`src/rtl/display_cathode_controller.sv`:
```
// ---------------------------------------------------------------------------
// display_cathode_controller
//
// Purpose:
//   Drives the shared, active-low cathode lines of a four-digit multiplexed
//   seven-segment display. An external scanner supplies anodeNumber. The
//   cathodes are registered one digit ahead, so that they change on the same
//   edge as the anodes. Digit data lives in shadow registers. A requester
//   updates those registers through a req/ack handshake. The update is
//   committed only at a frame boundary, so no frame mixes old and new digits.
//   Optional leading-zero suppression is applied live from lz_en.
//
// Optional feature:
//   DISPLAY_BLINK_EN - when defined, adds the blink_mask port, a frame counter
//   and a blink phase register. Masked digits go fully dark during the odd
//   blink phase. When undefined, there is no blinking logic at all.
//
// Parameters:
//   BLINK_FRAMES    - display frames per blink half-period (1..65535)
//
// Ports:
//   clk_in          - system clock, the only clock
//   GSR             - synchronous active-high reset
//   anodeNumber     - digit whose anode is enabled this cycle (0,1,2,3,0...)
//   digits_in       - four hex codes, [3:0] is digit 0, [15:12] is digit 3
//   dp_in           - decimal point enables, bit k belongs to digit k
//   lz_en           - leading-zero suppression enable (level, live)
//   load_req        - update request, data held stable until load_ack
//   blink_mask      - (DISPLAY_BLINK_EN only) bit k blinks digit k
//   load_ack        - one-cycle pulse, shadow registers were updated
//   cathodeRegister - {dp,g,f,e,d,c,b,a}, active-low, registered
//   frame_start     - high whenever cathodeRegister carries digit 0
// ---------------------------------------------------------------------------
module display_cathode_controller #(
    parameter int BLINK_FRAMES = 256
) (
    input  logic        clk_in,
    input  logic        GSR,
    input  logic [1:0]  anodeNumber,
    input  logic [15:0] digits_in,
    input  logic [3:0]  dp_in,
    input  logic        lz_en,
    input  logic        load_req,
`ifdef DISPLAY_BLINK_EN
    input  logic [3:0]  blink_mask,
`endif
    output logic        load_ack,
    output logic [7:0]  cathodeRegister,
    output logic        frame_start
);

    // Load handshake states
    localparam logic [1:0] IDLE  = 2'd0;
    localparam logic [1:0] ARMED = 2'd1;
    localparam logic [1:0] ACK   = 2'd2;

    // This block is elaborated only for an out-of-range BLINK_FRAMES. It then
    // shows up in the hierarchy as a visible marker of the bad setting.
    if (BLINK_FRAMES < 1 || BLINK_FRAMES > 65535) begin : gBlinkFramesOutOfRange
    end

    logic [1:0]  loadState;
    logic [15:0] shadowDigits;
    logic [3:0]  shadowDp;
    logic        capture;
    logic [15:0] srcDigits;
    logic [3:0]  srcDp;
    logic [1:0]  nextIndex;
    logic [3:0]  nextCode;
    logic        nextDp;
    logic        nextSuppress;
    logic        suppress1;
    logic        suppress2;
    logic        suppress3;
    logic [7:0]  nextPattern;
    logic        nextBlinkOff;

    // Standard numerals 0-9, a dash for A, and blank for B-F. The dp bit is
    // left off here and applied separately.
    function automatic logic [7:0] decodeHex(input logic [3:0] code);
        logic [7:0] seg;
        case (code)
            4'h0:    seg = 8'hC0;
            4'h1:    seg = 8'hF9;
            4'h2:    seg = 8'hA4;
            4'h3:    seg = 8'hB0;
            4'h4:    seg = 8'h99;
            4'h5:    seg = 8'h92;
            4'h6:    seg = 8'h82;
            4'h7:    seg = 8'hF8;
            4'h8:    seg = 8'h80;
            4'h9:    seg = 8'h90;
            4'hA:    seg = 8'hBF;
            default: seg = 8'hFF;
        endcase
        return seg;
    endfunction

    // Capture happens on the edge that also loads digit 0 of the next frame.
    // For that reason the decoder reads the incoming data directly during the
    // capture cycle. This keeps the whole new frame consistent.
    assign capture   = (loadState == ARMED) && load_req && (anodeNumber == 2'd3);
    assign srcDigits = capture ? digits_in : shadowDigits;
    assign srcDp     = capture ? dp_in : shadowDp;
    assign load_ack  = (loadState == ACK);

    // Cathodes lead the anodes by one position, so decode the digit the
    // scanner will select after this edge.
    assign nextIndex = anodeNumber + 2'd1;

    // Suppression ripples down from digit 3. A dash is not zero, so a dash
    // stops the ripple. Digit 0 is never suppressed.
    assign suppress3 = lz_en && (srcDigits[15:12] == 4'h0);
    assign suppress2 = suppress3 && (srcDigits[11:8] == 4'h0);
    assign suppress1 = suppress2 && (srcDigits[7:4] == 4'h0);

    // Load handshake: arm on request, then commit at the frame boundary.
    // Dropping the request while armed aborts the capture.
    always_ff @(posedge clk_in) begin
        if (GSR) begin
            loadState <= IDLE;
        end else begin
            case (loadState)
                IDLE:    if (load_req) loadState <= ARMED;
                ARMED: begin
                    if (!load_req)
                        loadState <= IDLE;
                    else if (anodeNumber == 2'd3)
                        loadState <= ACK;
                end
                ACK:     loadState <= IDLE;
                default: loadState <= IDLE;
            endcase
        end
    end

    // Shadow registers are the only source of display data. They reset to
    // blank codes with no decimal points.
    always_ff @(posedge clk_in) begin
        if (GSR) begin
            shadowDigits <= 16'hFFFF;
            shadowDp     <= 4'h0;
        end else if (capture) begin
            shadowDigits <= digits_in;
            shadowDp     <= dp_in;
        end
    end

`ifdef DISPLAY_BLINK_EN
    localparam logic [15:0] BLINK_LAST = 16'(BLINK_FRAMES - 1);

    logic [15:0] frameCount;
    logic        blinkPhase;

    // Count completed frame starts. Flip the phase every BLINK_FRAMES frames.
    always_ff @(posedge clk_in) begin
        if (GSR) begin
            frameCount <= 16'd0;
            blinkPhase <= 1'b0;
        end else if (frame_start) begin
            if (frameCount == BLINK_LAST) begin
                frameCount <= 16'd0;
                blinkPhase <= ~blinkPhase;
            end else begin
                frameCount <= frameCount + 16'd1;
            end
        end
    end

    assign nextBlinkOff = blinkPhase && blink_mask[nextIndex];
`else
    assign nextBlinkOff = 1'b0;
`endif

    // Select the code, dp bit and suppression flag for the upcoming digit.
    always_comb begin
        nextCode     = srcDigits[3:0];
        nextDp       = srcDp[0];
        nextSuppress = 1'b0;
        case (nextIndex)
            2'd1: begin
                nextCode     = srcDigits[7:4];
                nextDp       = srcDp[1];
                nextSuppress = suppress1;
            end
            2'd2: begin
                nextCode     = srcDigits[11:8];
                nextDp       = srcDp[2];
                nextSuppress = suppress2;
            end
            2'd3: begin
                nextCode     = srcDigits[15:12];
                nextDp       = srcDp[3];
                nextSuppress = suppress3;
            end
            default: begin
                nextCode     = srcDigits[3:0];
                nextDp       = srcDp[0];
                nextSuppress = 1'b0;
            end
        endcase
    end

    // The dp still lights on a suppressed digit. Blinking, however, darkens
    // everything, including the dp.
    always_comb begin
        nextPattern = nextSuppress ? 8'hFF : decodeHex(nextCode);
        if (nextDp)
            nextPattern[7] = 1'b0;
        if (nextBlinkOff)
            nextPattern = 8'hFF;
    end

    // Output registers.
    always_ff @(posedge clk_in) begin
        if (GSR) begin
            cathodeRegister <= 8'hFF;
            frame_start     <= 1'b0;
        end else begin
            cathodeRegister <= nextPattern;
            frame_start     <= (nextIndex == 2'd0);
        end
    end

endmodule
```
`config.mk`:
```
export PLATFORM = sky130hd
export DESIGN_NAME = display_cathode_controller
export DESIGN_NICKNAME = d
export VERILOG_FILES = /design/src/rtl/display_cathode_controller.sv
export SDC_FILE = /design/constraint.sdc
export NUM_CORES = 1
export LEC_CHECK = 0
export BUFFER_PORTS_ARGS = -buffer_cell sky130_fd_sc_hd__buf_2
export CAP_MARGIN = 25
export CORE_UTILIZATION = 48
export DETAILED_ROUTE_END_ITERATION = 8
export PLACE_DENSITY_LB_ADDON = 0.3
export SYNTH_ARGS = -nofsm -noshare
export SYNTH_HDL_FRONTEND = slang
export SYNTH_SLANG_ARGS = --single-unit
```
`constraint.sdc`:
```
create_clock -name clk_in -period 1.95 [get_ports clk_in]
set_input_delay 0.2925 -clock clk_in [delete_from_list [all_inputs] [get_ports clk_in]]
set_output_delay 0.2925 -clock clk_in [all_outputs]
set_load 0.02 [all_outputs]
```
Yosys cells after proc, flatten, opt, wreduce, memory -nomap -nowiden

Memory sizes are Yosys's and may differ from the RTL's.
Index checks and enable logic that the tools add are counted.
W data, S select, Z words.

Bits in read-only memories: 112
RAM bits: 0
Memories kept: 1
Output and inout port bits: 10
Register bits: 31
Logic and storage cells: 39
Latch bits: 0
Input bits: 26

Bitwise logic cells: 0
Multipliers: 0
Equality and inequality tests: 8
Reductions and logical operators: 12
Mux-type cells: 11
$lt $le $gt $ge: 0
Divide/modulo/power cells: 0
Shift-type cells: 0
Add/subtract/negate cells: 1

Memories:

| memory           | depth | bits a word | read ports | clocked after Yosys merged registers in | write ports | line | text |
|---|---|---|---|---|---|---|---|
| (name not given) | 16    | 7           | 1          | 0                                       | 0           | 82   | `case (code)` |

Operators with widths:

| cell                  | number |
|---|---|
| $mux W16              | 1 |
| $logic_not A4 Y1      | 3 |
| $pmux W4 S3           | 1 |
| $eq A2 B2 Y1 const B  | 4 |
| $mux W8               | 1 |
| $mux W2               | 3 |
| $pmux W1 S3           | 2 |
| $logic_and A1 B1 Y1   | 5 |
| $eq A2 B1 Y1 const B  | 2 |
| $logic_not A2 Y1      | 2 |
| $mux W4               | 1 |
| $pmux W2 S2           | 1 |
| $ne A3 B2 Y1 const B  | 1 |
| $add A2 B1 Y2 const B | 1 |
| $ne A2 B2 Y1 const B  | 1 |
| $reduce_and A2 Y1     | 1 |
| $reduce_or A2 Y1      | 1 |
| $mux W1               | 1 |

Logic depth before layout (Yosys ltp)

Gate-level depths: netlist of the first run.

Word-level depth: 11
Mapped depth: 12

Worst setup path before layout of the first run

OpenSTA, ideal clock, no wires.

Kind: input -> register
From: input anodeNumber[0]
To: register cathodeRegister[0]
Slack: -0.029 ns
Data arrival time: 1.853 ns
Stages on the path: 12
Path buffers: 2
Data required time: 1.824 ns
Cell sequence: buf_6 and3_4 nand2_1 buf_4 o211ai_1 a22oi_1 inv_1 ha_1 inv_1 nor2_1 a211oi_1 o21ai_1

Cells in the longest elaborated chain, start to end: 9
Elaborated cells between the ends (all ways): 17

RTL lines:

| element                                                | line | text |
|---|---|---|
| start, declared                                        | 39   | `input logic [1:0] anodeNumber,` |
| branches (longest 9 deep; another with $mem_v2 Z16 W7) | n/a  |  |
| end signal, assigned                                   | 220  | `cathodeRegister <= nextPattern;` |
| end, declared                                          | 48   | `output logic [7:0] cathodeRegister,` |

Several ways; the timed one is not identified.
A chain may end at the register's enable or synchronous reset.

Worst setup path in the final report of the first run

From: register loadState[0]
To: register cathodeRegister[0]

Cells in the longest elaborated chain, start to end: 10
Elaborated cells between the ends (all ways): 14

RTL lines:

| element                                                | line | text |
|---|---|---|
| start, declared                                        | 62   | `logic [1:0] loadState;` |
| start signal, assigned                                 | 121  | `loadState <= IDLE;` |
| start signal, assigned                                 | 124  | `IDLE: if (load_req) loadState <= ARMED;` |
| start signal, assigned                                 | 127  | `loadState <= IDLE;` |
| $eq A2 B1 Y1 (*)                                       | 102  | `assign capture = (loadState == ARMED) && load_req && (anodeNumber == 2'd3);` |
| $logic_and A1 B1 Y1 (*) (2 in series)                  | 102  |  |
| $mux W16 (*)                                           | 103  | `assign srcDigits = capture ? digits_in : shadowDigits;` |
| branches (longest 6 deep; another with $mem_v2 Z16 W7) | n/a  |  |

Mark *: on every way between the ends.

==> metrics.yaml, run 1 <==
global_route:
  track_usage_pct: 24.4
  grt_pass1_vias: 1457
  grtUsageMet1_pct: 27.5
  grt_remaining_overflow: 0
  use_met3_pct: 6.77
  grt-busiest-layer: "met2"
  grt_pass1_wl_mm: 6.33
  grt_antenna_before_repair: 0
  grt_use_met2_pct: 43.5
  grt_start_max_net_pins: 26
logic_synthesis:
  synthMuxAreaShare_pct: 3.95
  yosys.area_share.simple_pct: 26.9
  synth_warnings: 0
  ys_ff_latch: 31
  yosys.area_share.adder_pct: 3.95
  synth_nets: 213
  synth_top_family_by_area: "simple AND/OR/NAND/NOR gates"
  ys_seq_area_share_pct: 39.1
  synth-compound-area-share_pct: 20.0
  ys.flop_type: "dfxtp_1"
  synth_area_per_cell_um2: 8.71
  synth-xor-area-share_pct: 0.552
  netlist_area_um2: 1590
  synthArstFlopShare_pct: 0
  synth_cell_types: 47
  synthCells: 182
  synth_edf_count: 0
min_path:
  hp-class: "in -> reg"
  min_from: "digits_in[15]"
sta:
  fin_crit_ps: 1930
  report.final.slew_viol_count: 0
  hold_violations: 0
  rsz0062_at_grt: "yes"
  final-setup-viol-count: 0
  fin_tns_setup_ps: 0
  fin_skew_ps: 10.9
  max_freq_mhz: 518
  worst_pin_slew_ps: 688
  finalCritPeriodShare_pct: 99.0
  relSlewSlack_pct: 53.6
placement:
  place_area_um2: 1940
  gp_congestion: 0.843
  placed_cells_incl_taps: 273
  hpwl_mm: 2.82
  numPortBuffers: 35
layout:
  final_common_cell: "buf_2"
  antennaDiodeCount: 0
  final_cell_mix: "buf_2, dfxtp_1, nand2_1"
  fill_cells: 281
  syn_to_final_growth_pct: 33.5
  drive_gt1_share_pct: 40.0
  finish.utilization_pct: 68.2
  multi_input_area_um2: 975
  seq_area_um2: 626
  stdcell_count: 284
  final_cell_area_um2: 2120
  fin_nets: 270
worst_setup_path:
  cp.depth: 10
  r2r_start: "loadState[0]"
  reg2reg_slack_ps: 20
  crit_end: "cathodeRegister[0]"
  cp_common_cell: "inv_1"
  reg2reg_to: "cathodeRegister[0]"
  crit_type: "reg -> reg"
  path_delay_family: "compound AO/OA/AOI/OAI gates"
  cp_max_fo: 5
  crit_arrival_ps: 2140
  startpoint_type: "flop"
  worst-r2r-cell-count: 10
  slowest_delay_ps: 380
  endpoint_kind: "flop"
  worstPathRequired_ps: 2160
  crit_path_top_delay_cell: "dfxtp_4"
  path_buf_inv: 2
  critPathLaunch: "loadState[0]"
  crit_chain: "nand3_4 -> o21ai_4 -> o211ai_1 -> a22oi_2 -> inv_1 -> ha_1 -> inv_1 -> nor2_1 -> a211oi_2 -> o21ai_1"
detailed_routing:
  post_drt_wl_per_cell_um: 13.6
  wl_mm: 3.88
  drt_iter0_markers: 69
  postRouteAntennaNets: 0
  vias_per_cell: 5.24
  num_vias: 1487
  drc: 0
  firstDrtPassIters: 4
die:
  dieWidth_um: 59.5
  die_y_um: 59.5
  core.rowCount: 20
  coreArea_um2: 3100
  pin_count: 36
  start_util_pct: 51.1
  die_area_um2: 3540
clock_tree:
  holdBufCountCts: 0
  numCtsBuffers: 5
  cts_tree: "built"
  cts.sinks: 31
  clkLatencyLatePin_ps: 330
  cts_root_buffer: "clkbuf_4"
  clk_pin_slew_ps: 100
  htreeDepth: 2
  clock_path_buffers: 2
power_and_ir_drop:
  p_leak_uw: 0.000918
  ir_worst_vdd_mv: 0.357
  power_uw: 1270
  power.density_nw_per_um2: 602
run_status:
  status: "finished, final reports clean"
job:
  cap_violations: 0
routing by layer:
| layer | vias up | routed length [um] |
|---|---|---|
| met2 | 33 | 2030 |
| met5 | - | 0 |
| met4 | 0 | 51 |
| met1 | 695 | 1660 |
| met3 | 7 | 139 |
| li1 | 752 | - |
what timing repair did:
action,CTS,global route
gates resized for setup,10,15
setup endpoints to repair,7,6
pin swaps,3,11
buffers inserted,0,4
worst min path at each step:
stage	to	slack (ps)	cells after the start
finish	shadowDigits[15]	160	3
CTS	shadowDigits[15]	150	3
detailed placement	shadowDp[3]	460	2
global route	shadowDigits[15]	160	3
global placement	shadowDp[1]	440	2
floorplan	frame_start	360	1
worst min-delay path, stage by stage:
cell and delay (ps):
buf_2 70, nand2_1 40, nand3b_1 60
synthesized netlist by cell type, types with 4 or more instances:
cell | count | share of area (%)
o21ai_1 | 8 | 2.5
nand2_1 | 29 | 6.9
nand3b_1 | 12 | 5.7
ha_1 | 5 | 3.9
inv_1 | 8 | 1.9
dfxtp_1 | 31 | 39
a21oi_1 | 11 | 3.5
nor2_1 | 13 | 3.1
clkbuf_1 | 5 | 1.2
mux2i_1 | 4 | 2.5
report_power, final:
part	total [uW]	internal (uW)	switching (uW)
combinational	196	90.7	106
sequential	655	646	8.76
clock	423	212	211
total	1270	949	326
stage by stage:
stage	hold slack (ps)	worst slack, ps
3_3_place_gp	443	-29.0
2_1_floorplan	364	35.2
5_1_grt	155	-117
6_report	160	19.5
3_5_place_dp	455	-120
4_1_cts	148	14.2
area by class of cell:
| class | instances | share of cell area, % |
|---|---|---|
| Clock buffer | 8 | 3.25 |
| Inverter | 8 | 1.42 |
| Multi-Input combinational cell | 133 | 46.0 |
| Sequential cell | 31 | 29.6 |
| Tap cell | 44 | 2.60 |
| Timing Repair Buffer | 60 | 17.1 |
logic make-up (layout without fill, tap and decap cells):
group | after synthesis | after routing
fa+ha+maj | 5 | 5
flops | 31 | 31
buf+inv | 18 | 76
simple gates | 78 | 78
compound gates | 43 | 43
xor+xnor | 1 | 1
mux | 6 | 6
flip-flops by register name, indices dropped and copies added (netlist names):
name,count
frame_start,1
shadowDigits,16
loadState,2
shadowDp,4
cathodeRegister,8
No activity file was read; power rests on OpenSTA's default activity.
==> run 2, diff against run 1 <==
Settings changed: MAX_ROUTING_LAYER set to met4.
==> metrics.yaml, run 2 (same netlist as run 1, synthesis figures left out) <==
run_status:
  status: "finished, final reports clean"
die:
  die_y_um: 59.5
  pin_count: 36
  coreArea_um2: 3100
  die_area_um2: 3540
  core.rowCount: 20
  start_util_pct: 51.1
  dieWidth_um: 59.5
layout:
  fin_nets: 270
  stdcell_count: 284
  top_regs: "shadowDigits: 16 flops, cathodeRegister: 8 flops, shadowDp: 4 flops"
  antennaDiodeCount: 0
  final_common_cell: "buf_2"
  top_register: "shadowDigits"
  fill_cells: 281
  largest_reg_flops: 16
  syn_to_final_growth_pct: 33.5
  drive_gt1_share_pct: 40.0
  multi_input_area_um2: 975
  final_cell_mix: "buf_2, dfxtp_1, nand2_1"
  seq_area_um2: 626
clock_tree:
  numCtsBuffers: 5
  cts.sinks: 31
  clk_pin_slew_ps: 100
  cts_tree: "built"
  clock_path_buffers: 2
  htreeDepth: 2
  clkLatencyLatePin_ps: 340
  cts_root_buffer: "clkbuf_4"
global_route:
  track_usage_pct: 25.2
  grt_remaining_overflow: 0
  grt_start_max_net_pins: 26
  grt_pass1_wl_mm: 6.31
  grt_pass1_vias: 1460
  grt_antenna_before_repair: 0
sta:
  finalCritPeriodShare_pct: 98.9
  final-setup-viol-count: 0
  rsz0062_at_grt: "yes"
  fin_skew_ps: 12.2
  relSlewSlack_pct: 53.7
  max_freq_mhz: 518
  report.final.slew_viol_count: 0
  worst_pin_slew_ps: 685
  hold_violations: 0
  fin_crit_ps: 1930
power_and_ir_drop:
  intPower_uw: 949
  swShare_pct: 25.7
  seqPwrFrac_pct: 51.3
  p_leak_uw: 0.000918
  netSwitchingPower_uw: 328
  p_clk_share_pct: 33.3
  power_frac_comb_pct: 15.4
  power.density_nw_per_um2: 603
  power_uw: 1280
  ir_worst_vdd_mv: 0.357
detailed_routing:
  post_drt_wl_per_cell_um: 13.7
  vias_per_cell: 5.22
  num_vias: 1482
  firstDrtPassIters: 4
  drc: 0
  postRouteAntennaNets: 0
  drt_iter0_markers: 91
  wl_mm: 3.89
worst_setup_path:
  worst-r2r-cell-count: 10
  crit_type: "reg -> reg"
  startpoint_type: "flop"
  crit_arrival_ps: 2140
  cp_max_fo: 5
  endpoint_kind: "flop"
  worstPathRequired_ps: 2160
placement:
  hpwl_mm: 2.82
  gp_congestion: 0.856
  placed_cells_incl_taps: 273
  numPortBuffers: 35
min_path:
  hp-class: "in -> reg"
  whs_path_depth: 3
job:
  cap_violations: 0
## run 2: cell counts in the layout (fill, tap and decap cells not counted)
No cell type changed its count.
## run 2: worst paths after layout
path	startpoint	endpoint	slack, ps
setup / recovery	loadState[0]	cathodeRegister[0]	20
hold / removal	digits_in[15]	shadowDigits[15]	160
setup reg to reg	loadState[0]	cathodeRegister[0]	20
hold reg to reg	shadowDp[3]	shadowDp[3]	470
## run 2: power groups by stage
stage	logic, uW	clock network (uW)	registers (uW)
floorplan	98.0	0	673
global placement	170	0	669
detailed placement	176	0	669
CTS	180	436	654
global route	215	466	657
finish	197	425	655
## run 2: per-stage QoR
stage                     setup slack (ps)  cell area (um2)  util (%)  hold WS [ps]  setup TNS, ps
final                                 21.2             2120      68.2           156              0
after global routing                  -117             2120      68.2           151           -384
after CTS                             14.2             2030      65.3           148              0
after detailed placement              -120             1940      62.4           455           -347
after global placement               -29.0             1940      62.4           443          -48.7
after floorplan                       35.2             1600         -           364              0
## run 2: layer usage
| metal | vias up | part of all wire (%) | track usage [%] |
|---|---|---|---|
| met2 | 31 | 52 | 43.5 |
| li1 | 750 | - | - |
| met1 | 694 | 42 | 27.5 |
| met5 | - | 0 | - |
| met3 | 7 | 3.8 | 7.42 |
| met4 | 0 | 1.4 | 8.50 |
## run 2: worst max-delay path: stages (launching register included)
cell and delay (ps):
dfxtp_4 380, nand3_4 140, o21ai_4 200, o211ai_1 140
a22oi_2 300, inv_1 100, ha_1 200, inv_1 80
nor2_1 60, a211oi_2 150, o21ai_1 80
## run 2: area by class of cell
type,instances,area share (%)
multi-input combinational,133,46.0
tap,44,2.60
sequential,31,29.6
inverter,8,1.42
timing repair buffer,60,17.1
clock buffer,8,3.25
## run 2: what timing repair did
action	4_1_cts	5_1_grt
pin swaps	3	11
gates resized for setup	10	15
endpoints found under the setup margin	7	6
hold buffers	0	0
setup buffers	0	4
==> run 3, diff against run 2 <==
Settings changed: BUFFER_PORTS_ARGS -buffer_cell sky130_fd_sc_hd__buf_2 to -buffer_cell sky130_fd_sc_hd__buf_4.
==> metrics.yaml, run 3 (same netlist as run 1, synthesis figures left out) <==
job:
  cap_violations: 0
worst_setup_path:
  reg2reg_slack_ps: -10
  r2r_start: "loadState[1]"
  startpoint_type: "flop"
  endpoint_kind: "flop"
  cp_max_fo: 5
  worstPathRequired_ps: 2210
  reg2reg_to: "cathodeRegister[3]"
  worst-r2r-cell-count: 10
  crit_arrival_ps: 2220
  crit_type: "reg -> reg"
detailed_routing:
  drc: 0
  firstDrtPassIters: 4
  postRouteAntennaNets: 0
  post_drt_wl_per_cell_um: 13.4
  wl_mm: 3.82
  num_vias: 1521
  drt_iter0_markers: 81
  vias_per_cell: 5.36
layout:
  top_regs: "shadowDigits: 16 flops, cathodeRegister: 8 flops, shadowDp: 4 flops"
  multi_input_area_um2: 991
  fill_cells: 246
  syn_to_final_growth_pct: 41.7
  largest_reg_flops: 16
  top_register: "shadowDigits"
  final_common_cell: "buf_4"
  finish.utilization_pct: 72.4
  fin_nets: 270
  drive_gt1_share_pct: 41.3
  antennaDiodeCount: 0
  seq_area_um2: 623
  final_cell_mix: "buf_4, dfxtp_1, nand2_1"
power_and_ir_drop:
  intPower_uw: 975
  ir_worst_vdd_mv: 0.321
  p_leak_uw: 0.000975
  power.density_nw_per_um2: 580
  seqPwrFrac_pct: 50.3
  swShare_pct: 25.2
  p_clk_share_pct: 32.4
  netSwitchingPower_uw: 328
  power_frac_comb_pct: 17.3
die:
  die_y_um: 59.5
  start_util_pct: 51.1
  core.rowCount: 20
  coreArea_um2: 3100
  dieWidth_um: 59.5
  die_area_um2: 3540
  pin_count: 36
placement:
  hpwl_mm: 2.81
  gp_congestion: 0.893
  pre_cts_slack_ps: -94.5
  numPortBuffers: 35
global_route:
  grt_pass1_wl_mm: 6.24
  grt_start_max_net_pins: 26
  track_usage_pct: 24.2
  grt_use_met2_pct: 40.8
  grt_pass1_vias: 1444
  grt_antenna_before_repair: 0
  grt_remaining_overflow: 0
  use_met3_pct: 6.99
  grtUsageMet1_pct: 27.5
  grt-busiest-layer: "met2"
sta:
  worst_pin_slew_ps: 377
  fin_crit_ps: 1960
  max_freq_mhz: 510
  rsz0062_at_grt: "yes"
  relSlewSlack_pct: 74.6
  hold_violations: 0
  report.final.slew_viol_count: 0
  fin_ws_ps: -10.1
  final-setup-viol-count: 1
  fin_skew_ps: 7.05
  finalCritPeriodShare_pct: 101
clock_tree:
  clock_path_buffers: 2
  clkLatencyLatePin_ps: 330
  clk_pin_slew_ps: 90
  cts_tree: "built"
  htreeDepth: 2
  cts_root_buffer: "clkbuf_4"
  numCtsBuffers: 5
  cts.sinks: 31
min_path:
  holdPathEnd: "shadowDigits[15]"
  whs_path_depth: 3
  min_from: "digits_in[15]"
  hp-class: "in -> reg"
run_status:
  violations: "setup timing"
  status: "finished with violations"
[run 3: critical path, cell delays in order, from the launching register on]
cell      delay, ps
dfxtp_2         350
buf_6            90
and2b_2         240
nand2_4         110
o211ai_1        120
a22oi_2         270
buf_4           170
ha_4            190
mux2i_1         160
nor2_1           70
o21ai_1         120
[run 3: metal layers]
layer  vias to the layer above  wire length (um)  share of wire [%]
li1                        749                 -                  -
met1                       716              1600                 42
met2                        45              1940                 51
met3                        11               191                5.0
met4                         0                78                2.0
met5                         -                 0                  0
[run 3: area by class of cell]
type | count | area share [%]
timing repair buffer | 60 | 21.3
clock buffer | 8 | 3.06
inverter | 8 | 1.34
multi-input combinational | 133 | 44.1
tap | 44 | 2.45
sequential | 31 | 27.7
[run 3: how the worst max path moves through the flow]
stage          slack, ps            endpoint           start
2_1_floorplan         40  cathodeRegister[4]  anodeNumber[0]
3_3_place_gp          20  cathodeRegister[4]  anodeNumber[0]
3_5_place_dp         -90  cathodeRegister[4]  anodeNumber[0]
4_1_cts              -20  cathodeRegister[4]    loadState[1]
5_1_grt             -100  cathodeRegister[4]    loadState[1]
6_report             -10  cathodeRegister[3]    loadState[1]
[run 3: what timing repair did]
action,4_1_cts,5_1_grt
setup buffers,0,4
resized for setup,3,29
hold buffers,0,0
pin swaps,2,10
setup endpoints to repair,7,7
gates cloned,0,0
[run 3: stage by stage]
step,power [uW],hold slack [ps],TNS [ps],std cells,area (um2)
floorplan,771,364,0,182,1600
global placement,858,445,0,272,2030
detailed placement,865,462,-120,272,2030
CTS,1280,166,-24.9,280,2100
global route,1360,174,-365,284,2250
finish,1300,167,-10.1,284,2250
[run 3: power groups by stage]
stage | Clock, uW | Combinational, uW | Sequential [uW]
final | 422 | 226 | 656
after global routing | 460 | 246 | 657
after detailed placement | 0 | 196 | 669
after CTS | 431 | 196 | 655
after floorplan | 0 | 98.0 | 673
after global placement | 0 | 189 | 669
